--- src/rtl/mult_pkg.sv ---
// -----------------------------------------------------------------------------
// mult_pkg
//   Shared definitions for the iterative shift-add multiplier:
//     - mult_state_e       : FSM state encoding (IDLE, RUN, FIX, DONE)
//     - MULT_WIDTH_DEFAULT : default operand width
//     - MULT_CNT_W         : iteration counter width for the default width
//     - mult_cnt_width()   : counter width for an arbitrary operand width
// -----------------------------------------------------------------------------
package mult_pkg;

    typedef enum logic [1:0] {
        ST_IDLE = 2'd0,
        ST_RUN  = 2'd1,
        ST_FIX  = 2'd2,
        ST_DONE = 2'd3
    } mult_state_e;

    localparam int MULT_WIDTH_DEFAULT = 32;
    localparam int MULT_CNT_W         = $clog2(MULT_WIDTH_DEFAULT);

    // A counter must still have at least one bit when the width is 1.
    function automatic int mult_cnt_width(input int width);
        return (width > 1) ? $clog2(width) : 1;
    endfunction

endpackage : mult_pkg

--- src/rtl/mult_negate.sv ---
// -----------------------------------------------------------------------------
// mult_negate
//   Combinational conditional two's complement. It forms operand magnitudes
//   (N = WIDTH) and applies the result sign to the product (N = 2*WIDTH).
//
//   Ports:
//     neg_en  in  1 : 1 = output -din, 0 = output din unchanged
//     din     in  N : value to condition
//     dout    out N : din or its two's complement (mod 2^N)
// -----------------------------------------------------------------------------
module mult_negate #(
    parameter int N = 64
) (
    input  logic         neg_en,
    input  logic [N-1:0] din,
    output logic [N-1:0] dout
);

    // -(-2^(N-1)) wraps back to 2^(N-1), which is exactly the unsigned
    // magnitude the datapath wants for the most negative operand.
    assign dout = neg_en ? (~din + N'(1)) : din;

endmodule : mult_negate

--- src/rtl/mult_seq_engine.sv ---
// -----------------------------------------------------------------------------
// mult_seq_engine
//   Iterative radix-2 shift-add multiplier for MULT/MULTU. Each start forms
//   the 2*WIDTH-bit product in WIDTH RUN cycles plus one FIX cycle. The
//   result register feeds multiplyUnit.multResult.
//
//   Optional feature (macro MULT_MADD_EN): adds acc_en/acc_in so that FIX
//   returns product + acc_in (MADD/MADDU) at no extra latency.
//
//   Ports:
//     Clk         in   1        : clock, rising edge
//     Rst_n       in   1        : asynchronous active-low reset
//     start       in   1        : begin a multiply (only seen in IDLE/DONE)
//     is_signed   in   1        : 1 = MULT (two's complement), 0 = MULTU
//     a, b        in   WIDTH    : operands, sampled with start
//     flush       in   1        : synchronous abort, beats start everywhere
//     acc_en      in   1        : (MULT_MADD_EN) accumulate into acc_in
//     acc_in      in   2*WIDTH  : (MULT_MADD_EN) current HI:LO
//     busy        out  1        : high in RUN and FIX
//     done        out  1        : one-cycle pulse in DONE
//     multResult  out  2*WIDTH  : product, updated only on FIX->DONE
// -----------------------------------------------------------------------------
module mult_seq_engine
    import mult_pkg::*;
#(
    parameter int WIDTH = MULT_WIDTH_DEFAULT
) (
    input  logic               Clk,
    input  logic               Rst_n,
    input  logic               start,
    input  logic               is_signed,
    input  logic [WIDTH-1:0]   a,
    input  logic [WIDTH-1:0]   b,
    input  logic               flush,
`ifdef MULT_MADD_EN
    input  logic               acc_en,
    input  logic [2*WIDTH-1:0] acc_in,
`endif
    output logic               busy,
    output logic               done,
    output logic [2*WIDTH-1:0] multResult
);

    localparam int CNT_W = mult_cnt_width(WIDTH);
    localparam int PW    = 2 * WIDTH;

    // -------------------------------------------------------------------------
    // State
    // -------------------------------------------------------------------------
    mult_state_e        state_q,  state_d;
    logic               busy_q,   busy_d;
    logic               done_q,   done_d;
    logic [CNT_W-1:0]   count_q,  count_d;
    logic [WIDTH-1:0]   mcand_q,  mcand_d;   // |a|
    logic [PW-1:0]      prod_q,   prod_d;    // {partial product, multiplier}
    logic               neg_q,    neg_d;
    logic [PW-1:0]      result_q, result_d;
`ifdef MULT_MADD_EN
    logic               acc_en_q, acc_en_d;
    logic [PW-1:0]      acc_q,    acc_d;
`endif

    // -------------------------------------------------------------------------
    // Datapath helpers
    // -------------------------------------------------------------------------
    logic [WIDTH-1:0] abs_a;
    logic [WIDTH-1:0] abs_b;
    logic [PW-1:0]    prod_signed;
    logic [PW-1:0]    fix_value;
    logic [WIDTH:0]   upper_sum;
    logic [PW-1:0]    prod_step;
    logic             last_iter;

    mult_negate #(.N(WIDTH)) u_abs_a (
        .neg_en (is_signed & a[WIDTH-1]),
        .din    (a),
        .dout   (abs_a)
    );

    mult_negate #(.N(WIDTH)) u_abs_b (
        .neg_en (is_signed & b[WIDTH-1]),
        .din    (b),
        .dout   (abs_b)
    );

    mult_negate #(.N(PW)) u_fix_sign (
        .neg_en (neg_q),
        .din    (prod_q),
        .dout   (prod_signed)
    );

    // One shift-add step. The adder is one bit wider than the multiplicand
    // so the carry lands in the MSB after the right shift.
    always_comb begin
        upper_sum = {1'b0, prod_q[PW-1:WIDTH]}
                  + (prod_q[0] ? {1'b0, mcand_q} : '0);
        prod_step = {upper_sum, prod_q[WIDTH-1:1]};
    end

`ifdef MULT_MADD_EN
    assign fix_value = prod_signed + (acc_en_q ? acc_q : '0);
`else
    assign fix_value = prod_signed;
`endif

    assign last_iter = (count_q == CNT_W'(WIDTH - 1));

    // -------------------------------------------------------------------------
    // Next-state logic
    // -------------------------------------------------------------------------
    always_comb begin
        // NOTE: every *_d gets a default first so no path through the case
        // leaves a variable unassigned (which would infer a latch).
        state_d  = state_q;
        busy_d   = busy_q;
        done_d   = 1'b0;
        count_d  = count_q;
        mcand_d  = mcand_q;
        prod_d   = prod_q;
        neg_d    = neg_q;
        result_d = result_q;
`ifdef MULT_MADD_EN
        acc_en_d = acc_en_q;
        acc_d    = acc_q;
`endif

        if (flush) begin
            // Abort: result register is left alone and no done pulse.
            state_d = ST_IDLE;
            busy_d  = 1'b0;
        end else begin
            unique case (state_q)
                ST_IDLE, ST_DONE: begin
                    if (start) begin
                        state_d = ST_RUN;
                        busy_d  = 1'b1;
                        count_d = '0;
                        mcand_d = abs_a;
                        prod_d  = {{WIDTH{1'b0}}, abs_b};
                        neg_d   = is_signed & (a[WIDTH-1] ^ b[WIDTH-1]);
`ifdef MULT_MADD_EN
                        acc_en_d = acc_en;
                        acc_d    = acc_in;
`endif
                    end else begin
                        state_d = ST_IDLE;
                    end
                end

                ST_RUN: begin
                    prod_d = prod_step;
                    if (last_iter) begin
                        state_d = ST_FIX;
                    end else begin
                        count_d = count_q + CNT_W'(1);
                    end
                end

                ST_FIX: begin
                    result_d = fix_value;
                    state_d  = ST_DONE;
                    busy_d   = 1'b0;
                    done_d   = 1'b1;
                end

                default: begin
                    state_d = ST_IDLE;
                    busy_d  = 1'b0;
                end
            endcase
        end
    end

    // -------------------------------------------------------------------------
    // Registers
    // -------------------------------------------------------------------------
    // NOTE: sequential state uses non-blocking assignments so every flop
    // samples its _d value from before the edge, regardless of statement order.
    always_ff @(posedge Clk or negedge Rst_n) begin
        if (!Rst_n) begin
            state_q  <= ST_IDLE;
            busy_q   <= 1'b0;
            done_q   <= 1'b0;
            count_q  <= '0;
            mcand_q  <= '0;
            prod_q   <= '0;
            neg_q    <= 1'b0;
            result_q <= '0;
`ifdef MULT_MADD_EN
            acc_en_q <= 1'b0;
            acc_q    <= '0;
`endif
        end else begin
            state_q  <= state_d;
            busy_q   <= busy_d;
            done_q   <= done_d;
            count_q  <= count_d;
            mcand_q  <= mcand_d;
            prod_q   <= prod_d;
            neg_q    <= neg_d;
            result_q <= result_d;
`ifdef MULT_MADD_EN
            acc_en_q <= acc_en_d;
            acc_q    <= acc_d;
`endif
        end
    end

    assign busy       = busy_q;
    assign done       = done_q;
    assign multResult = result_q;

endmodule : mult_seq_engine
--- config.mk ---
export PLATFORM = sky130hd
export DESIGN_NAME = mult_seq_engine
export DESIGN_NICKNAME = d
export VERILOG_FILES = /design/src/rtl/mult_pkg.sv /design/src/rtl/mult_negate.sv /design/src/rtl/mult_seq_engine.sv
export SDC_FILE = /design/constraint.sdc
export NUM_CORES = 1
export LEC_CHECK = 0
export ABC_AREA = 1
export CAP_MARGIN = 20
export CORE_UTILIZATION = 40
export CTS_CLUSTER_DIAMETER = 100
export DETAILED_ROUTE_END_ITERATION = 10
export DONT_BUFFER_PORTS = 1
export GPL_ROUTABILITY_DRIVEN = 0
export GPL_TIMING_DRIVEN = 1
export SYNTH_ARGS = -nofsm -noshare
export SYNTH_HDL_FRONTEND = slang
export SYNTH_SLANG_ARGS = --single-unit
--- constraint.sdc ---
create_clock -name Clk -period 3.64 [get_ports Clk]
set_input_delay 0.364 -clock Clk [delete_from_list [all_inputs] [get_ports Clk]]
set_output_delay 0.364 -clock Clk [all_outputs]
set_load 0.01 [all_outputs]
==> results of run 1 <==
## synth_stat cells, drive strengths merged
library cell,n
nand2,803
inv,254
nor2,252
nand3,181
dfrtp,170
o21ai,129
a21oi,53
ha,39
clkbuf,34
xor2,31
nand4,27
a22oi,23
buf,22
nor3,19
nand3b,12
or2,9
o221ai,7
xnor2,7
o211ai,6
o22ai,6
o21bai,5
and2,4
nor4,4
o31ai,4
o21a,3
a31oi,2
a211oi,1
a21o,1
and3,1
clkinv,1
fa,1
o32ai,1
## worst max-delay path by stage
stage	cells past startpoint	endpoint	startpoint	slack, ps
detailed placement	16	prod_q[55]$_DFFE_PN0P_	prod_q[0]$_DFFE_PN0P_	1120
global placement	16	prod_q[55]$_DFFE_PN0P_	prod_q[0]$_DFFE_PN0P_	1200
global route	17	prod_q[63]$_DFFE_PN0P_	prod_q[0]$_DFFE_PN0P_	920
finish	16	prod_q[55]$_DFFE_PN0P_	prod_q[0]$_DFFE_PN0P_	1120
floorplan	17	prod_q[59]$_DFFE_PN0P_	prod_q[0]$_DFFE_PN0P_	1400
CTS	16	prod_q[55]$_DFFE_PN0P_	prod_q[0]$_DFFE_PN0P_	1120
## routing by layer
metal,vias to the layer above,global-route usage
li1,6676,-
met1,5982,0.3608
met2,456,0.3668
met3,36,0.05408
met4,0,0.07233
met5,-,0
## logic make-up (layout without fill, tap and decap cells)
kind of cell | Yosys count | after routing
adder cells (fa/ha/maj) | 40 | 40
AO/OA/AOI/OAI | 241 | 241
buffers and inverters | 311 | 300
flip-flops | 170 | 170
AND/OR/NAND/NOR | 1312 | 1312
XOR/XNOR | 38 | 38
## area by class of cell
type	count	area share
repair buffers	13	0.006889
clock buffers	21	0.03180
multi-input cells	1631	0.5461
well taps	442	0.03904
clock inverters	11	0.008037
flip-flops and latches	170	0.3004
inverters	255	0.06774
## critical path, delay by kind of cell (launching register included)
family                   cells  cell delay [ps]
adder cells (fa/ha/maj)      2              560
buffers and inverters        4              580
flip-flops                   1              320
AND/OR/NAND/NOR             10              960
## where the power goes
| part | internal [W] | total, W | switching (W) |
|---|---|---|---|
| sequential | 0.00270 | 0.00389 | 0.00119 |
| combinational | 0.00197 | 0.00579 | 0.00382 |
| clock | 0.000973 | 0.00179 | 0.000819 |
| total | 0.00564 | 0.0115 | 0.00583 |
## sequential cells by signal (all words and copies together) (netlist names)
name        flops
state_q         2
busy            1
done            1
neg_q           1
mcand_q        32
prod_q         64
count_q         5
multResult     64
## metrics by stage
step           hold WS, ps  cell area, sq um
2_1_floorplan        68.41             13190
3_3_place_gp         74.23             13600
3_5_place_dp         79.12             13600
4_1_cts             -399.8             14170
5_1_grt             -404.5             14170
6_report            -381.8             14170
==> flow_metrics.py, run 1 <==
metrics = {
    "outcome": {
        "status": "finished, violations left",
        "violations": "hold timing",
    },
    "timing": {
        "rsz0062_at_grt": "no",
        "fin_skew_ps": 19.11,
        "relSlewSlack": 0.3262,
        "setup_viol": 0,
        "finalSetupTns_ps": 0,
        "whs_ps": -381.8,
        "fmax_mhz": 397.0,
        "worst_slew_pin_slew_ps": 1010,
        "slew_violations": 0,
        "period_share": 0.6920,
        "period_minus_slack_ps": 2519,
        "hold_violations": 170,
        "setup_ws_ps": 1121,
    },
    "logic_synthesis": {
        "synth_top_area_share": 0.3225,
        "synth-seq-area-share": 0.3225,
        "muxShareOfSynthArea": 0,
        "yosys_warnings": 0,
        "postSynthAreaPerCell_sq_um": 6.246,
        "ys_top_cells_by_area": "dfrtp_1 32%, nand2_1 22%, inv_1 7.0%, nand3_1 6.8%, nor2_1 6.7%",
        "synthAdderAreaFrac": 0.03851,
        "synth_area_sq_um": 13190,
        "synthCells": 2112,
        "syn_nets": 2221,
        "synth.distinct_cells": 49,
        "synth_seq_cells": 170,
        "synth-simple-area-share": 0.4150,
        "synth-xor-area-share": 0.02523,
        "synth-compound-area-share": 0.1070,
        "synth_area_leader_cell": "dfrtp_1",
        "synth_top_family_by_area": "simple AND/OR/NAND/NOR gates",
    },
    "place": {
        "port_buffers": 0,
        "dp_hpwl_mm": 31.81,
        "preCtsSetupSlack_ps": 1125,
        "dp_cells": 2511,
    },
    "critical_path": {
        "cpPeakStageDelay_ps": 380,
        "critPathLaunchType": "register",
        "crit_path_end_kind": "register",
        "rr_endpoint": "prod_q[55]$_DFFE_PN0P_",
        "cp_max_fo": 35,
        "crit_path_frequent_cell": "nand2_1",
        "ff2ff_path_depth": 16,
        "crit_type": "register to register",
        "cp_data_arrival_time_ps": 2850,
        "timing.rr.start": "prod_q[0]$_DFFE_PN0P_",
        "reg2reg_slack_ps": 1120,
        "crit_required_ps": 3970,
        "cpMaxStageDelayCell": "fa_1",
        "crit_chain": "buf_4, nand2_1, inv_1, ha_1, inv_1, fa_1, inv_1, nand3_1, nand3_1, nand2_1, nand2_1, nand2_1, nand3_1, nand2_1, nand3_1, nand2_1",
    },
    "layout": {
        "fillers": 3521,
        "antennaDiodeCount": 0,
        "fin_cells": 2543,
        "final_util": 0.4365,
        "final_cell_mix": "789 x nand2_1, 247 x inv_1, 233 x nor2_1",
        "nNetsFinal": 2197,
        "layout_commonest_cell": "nand2_1",
        "area.sequential_sq_um": 4255,
        "drive_gt1_frac": 0.04712,
        "area_growth_pct": 7.389,
        "multi_input_area_sq_um": 7736,
    },
    "route": {
        "dr_wl_met3_mm": 3.512,
        "vias": 13150,
        "drcViolationCount": 0,
        "wl_met2_mm": 16.62,
        "wl_per_cell_um": 16.01,
        "drt_iter0_markers": 1129,
        "firstDrtPassIters": 6,
        "ant_nets": 0,
        "drt-met1-wl_mm": 19.82,
        "vias_per_cell": 5.171,
        "totalWireLength_mm": 40.71,
        "topRoutingLayerUsed": "met4",
    },
    "clocking": {
        "cts_resized": 0,
        "cts_tree": "done",
        "cts.sinks": 170,
        "clockBufferDepth": 2,
        "clock_insertion_delay_worst_skew_ps": 450,
        "clockRootBuffer": "clkbuf_16",
        "cts_buffers": 17,
        "postCtsSetupBuffers": 0,
        "htreeDepth": 4,
        "clk_pin_slew_ps": 80,
    },
    "pwr": {
        "p_total_w": 0.01147,
        "p_leak_nw": 7.472,
        "power_per_cell_area_nw_per_um2": 809.8,
        "peakVddDrop_mv": 0.3716,
    },
    "global_route": {
        "grt_antenna_before_repair": 0,
        "grt_max_degree": 171,
        "grt-ovfl-total": 0,
        "grt.total_usage": 0.2488,
        "grt_pass1_vias": 12307,
        "grt_pass1_wl_mm": 65.62,
    },
    "die": {
        "dieArea_sq_um": 33710,
        "start_util": 0.4065,
        "core_area_sq_um": 32450,
        "io_pins": 135,
        "die_width_um": 183.6,
        "die_height_um": 183.6,
        "num_rows": 66,
    },
    "hold_path": {
        "hold_class": "primary input to asynchronous set/reset pin",
    },
    "run": {
        "cap_violations": 0,
    },
}
Note: power is estimated with default switching activity, not from simulation.
==> inputs of run 2 (changes only) <==
Clock period 3.64 ns to 2.05 ns, I/O delays scaled along.
==> run 2 against run 1 <==
Effect of this change:
- the run ends with hold timing, setup timing left
- non-clock buffer count up 183
- maximum frequency grew 17%
- cell area grew 18%
- largest cell class unchanged
- global-route usage grew 1.6 points
- setup slack got worse by 1200 ps
- clock skew is 7.6 ps lower
- highest routed layer unchanged
- die area unchanged
==> flow_metrics.py, run 2 (synthesis gave the netlist of run 1 again) <==
metrics = {
    "place": {
        "dp_hpwl_mm": 32.99,
        "port_buffers": 0,
        "dp_cells": 2633,
        "preCtsSetupSlack_ps": -436.1,
        "dpl_cell_area_sq_um": 14650,
    },
    "global_route": {
        "grt_pass1_vias": 13488,
        "grt.total_usage": 0.2645,
        "grt_antenna_before_repair": 0,
        "grt_max_degree": 171,
        "grt-ovfl-total": 0,
        "grt_pass1_wl_mm": 69.72,
    },
    "pwr": {
        "peakVddDrop_mv": 0.7627,
        "p_leak_nw": 8.600,
        "power_per_cell_area_nw_per_um2": 1426,
    },
    "clocking": {
        "clockBufferDepth": 2,
        "htreeDepth": 4,
        "cts_buffers": 17,
        "cts.sinks": 170,
        "cts_tree": "done",
        "clockRootBuffer": "clkbuf_16",
        "clk_pin_slew_ps": 70,
        "clock_insertion_delay_worst_skew_ps": 450,
    },
    "route": {
        "ant_nets": 0,
        "wl_per_cell_um": 16.16,
        "drt_iter0_markers": 1222,
        "drcViolationCount": 0,
        "vias": 14254,
        "vias_per_cell": 5.227,
        "firstDrtPassIters": 5,
        "totalWireLength_mm": 44.08,
    },
    "critical_path": {
        "crit_type": "register to register",
        "critPathLaunchType": "register",
        "crit_path_end_kind": "register",
        "cp_data_arrival_time_ps": 2470,
        "ff2ff_path_depth": 13,
        "reg2reg_slack_ps": -100,
        "cp_max_fo": 14,
        "crit_required_ps": 2370,
        "rr_endpoint": "prod_q[45]$_DFFE_PN0P_",
        "timing.rr.start": "prod_q[0]$_DFFE_PN0P_",
    },
    "layout": {
        "drive_gt1_frac": 0.1786,
        "final_cell_mix": "730 x nand2_1, 223 x inv_1, 216 x nor2_1",
        "design_area_sq_um": 16780,
        "antennaDiodeCount": 0,
        "area_growth_pct": 27.20,
        "area.sequential_sq_um": 4257,
        "multi_input_area_sq_um": 8698,
        "layout_commonest_cell": "nand2_1",
        "nNetsFinal": 2381,
        "fin_cells": 2727,
        "fillers": 3126,
    },
    "die": {
        "num_rows": 66,
        "dieArea_sq_um": 33710,
        "die_height_um": 183.6,
        "core_area_sq_um": 32450,
        "io_pins": 135,
        "die_width_um": 183.6,
        "start_util": 0.4065,
    },
    "outcome": {
        "status": "finished, violations left",
        "violations": "hold timing, setup timing",
    },
    "timing": {
        "setup_viol": 12,
        "finalSetupTns_ps": -806.7,
        "period_share": 1.048,
        "fmax_mhz": 465.3,
        "hold_violations": 170,
        "rsz0062_at_grt": "yes",
        "setup_ws_ps": -99.09,
        "slew_violations": 0,
        "period_minus_slack_ps": 2149,
        "fin_skew_ps": 11.46,
        "relSlewSlack": 0.5702,
        "worst_slew_pin_slew_ps": 644.6,
        "whs_ps": -546.8,
    },
    "hold_path": {
        "hold_class": "primary input to asynchronous set/reset pin",
    },
    "run": {
        "cap_violations": 0,
    },
}
[run 2: changes by cell type in the layout (fill, tap and decap cells not counted), moves of 24 or more]
cell           before  now
buf_4              13  130
nand2_2            11   53
nand2_1           789  730
dlygate4sd3_1       0   52
ha_4                0   29
ha_1               39   10
inv_1             247  223
[run 2: layout make-up]
class / instances / share of cell area
Timing Repair Buffer: 196 / 0.1041
Multi-Input combinational cell: 1632 / 0.5184
Clock inverter: 13 / 0.007755
Clock buffer: 19 / 0.02580
Inverter: 255 / 0.05734
Sequential cell: 170 / 0.2537
Tap cell: 442 / 0.03296
[run 2: where the power goes]
group	switching, W	total [W]	internal (W)
sequential	0.00189	0.00668	0.00479
combinational	0.00840	0.0141	0.00567
clock	0.00156	0.00317	0.00161
[run 2: repair_timing]
action | CTS | global route
setup buffers | 3 | 5
setup endpoints to repair | 27 | 64
hold endpoints to repair | 221 | 171
hold buffers | 51 | 1
gates cloned | 0 | 2
pin swaps | 17 | 31
resized for setup | 91 | 135
[run 2: metal layers]
| layer | track usage | vias to the layer above | wire, um |
|---|---|---|---|
| met4 | 0.08067 | 0 | 1136 |
| met1 | 0.3843 | 6532 | 20860 |
| met2 | 0.4005 | 578 | 18740 |
| met5 | 0 | - | 0 |
| met3 | 0.04061 | 81 | 3338 |
| li1 | - | 7063 | - |
[run 2: how the worst max path moves through the flow]
stage	start	to	slack, ps
4_1_cts	prod_q[0]$_DFFE_PN0P_	prod_q[57]$_DFFE_PN0P_	-60
2_1_floorplan	prod_q[0]$_DFFE_PN0P_	prod_q[46]$_DFFE_PN0P_	5
6_report	prod_q[0]$_DFFE_PN0P_	prod_q[45]$_DFFE_PN0P_	-100
3_5_place_dp	prod_q[0]$_DFFE_PN0P_	prod_q[56]$_DFFE_PN0P_	-440
3_3_place_gp	prod_q[0]$_DFFE_PN0P_	prod_q[56]$_DFFE_PN0P_	-460
5_1_grt	prod_q[0]$_DFFE_PN0P_	prod_q[61]$_DFFE_PN0P_	-250
[run 2: worst max-delay path: stages (launching register included)]
cell and delay (ps):
dfrtp_1 420, buf_12 160, nand2_1 50, inv_1 60, ha_4 230, nand2_1 60, nand2_1 120, inv_1 80
nand2_1 90, a21oi_1 210, nand2_2 130, or2_2 290, nand3_1 60, o21ai_0 70
[run 2: per-stage QoR]
| stage | total power, W | utilization |
|---|---|---|
| after floorplan | 0.01423 | - |
| after CTS | 0.02293 | 0.5008 |
| after global routing | 0.02590 | 0.5170 |
| after detailed placement | 0.01866 | 0.4514 |
| after global placement | 0.01845 | 0.4514 |
| final | 0.02392 | 0.5170 |
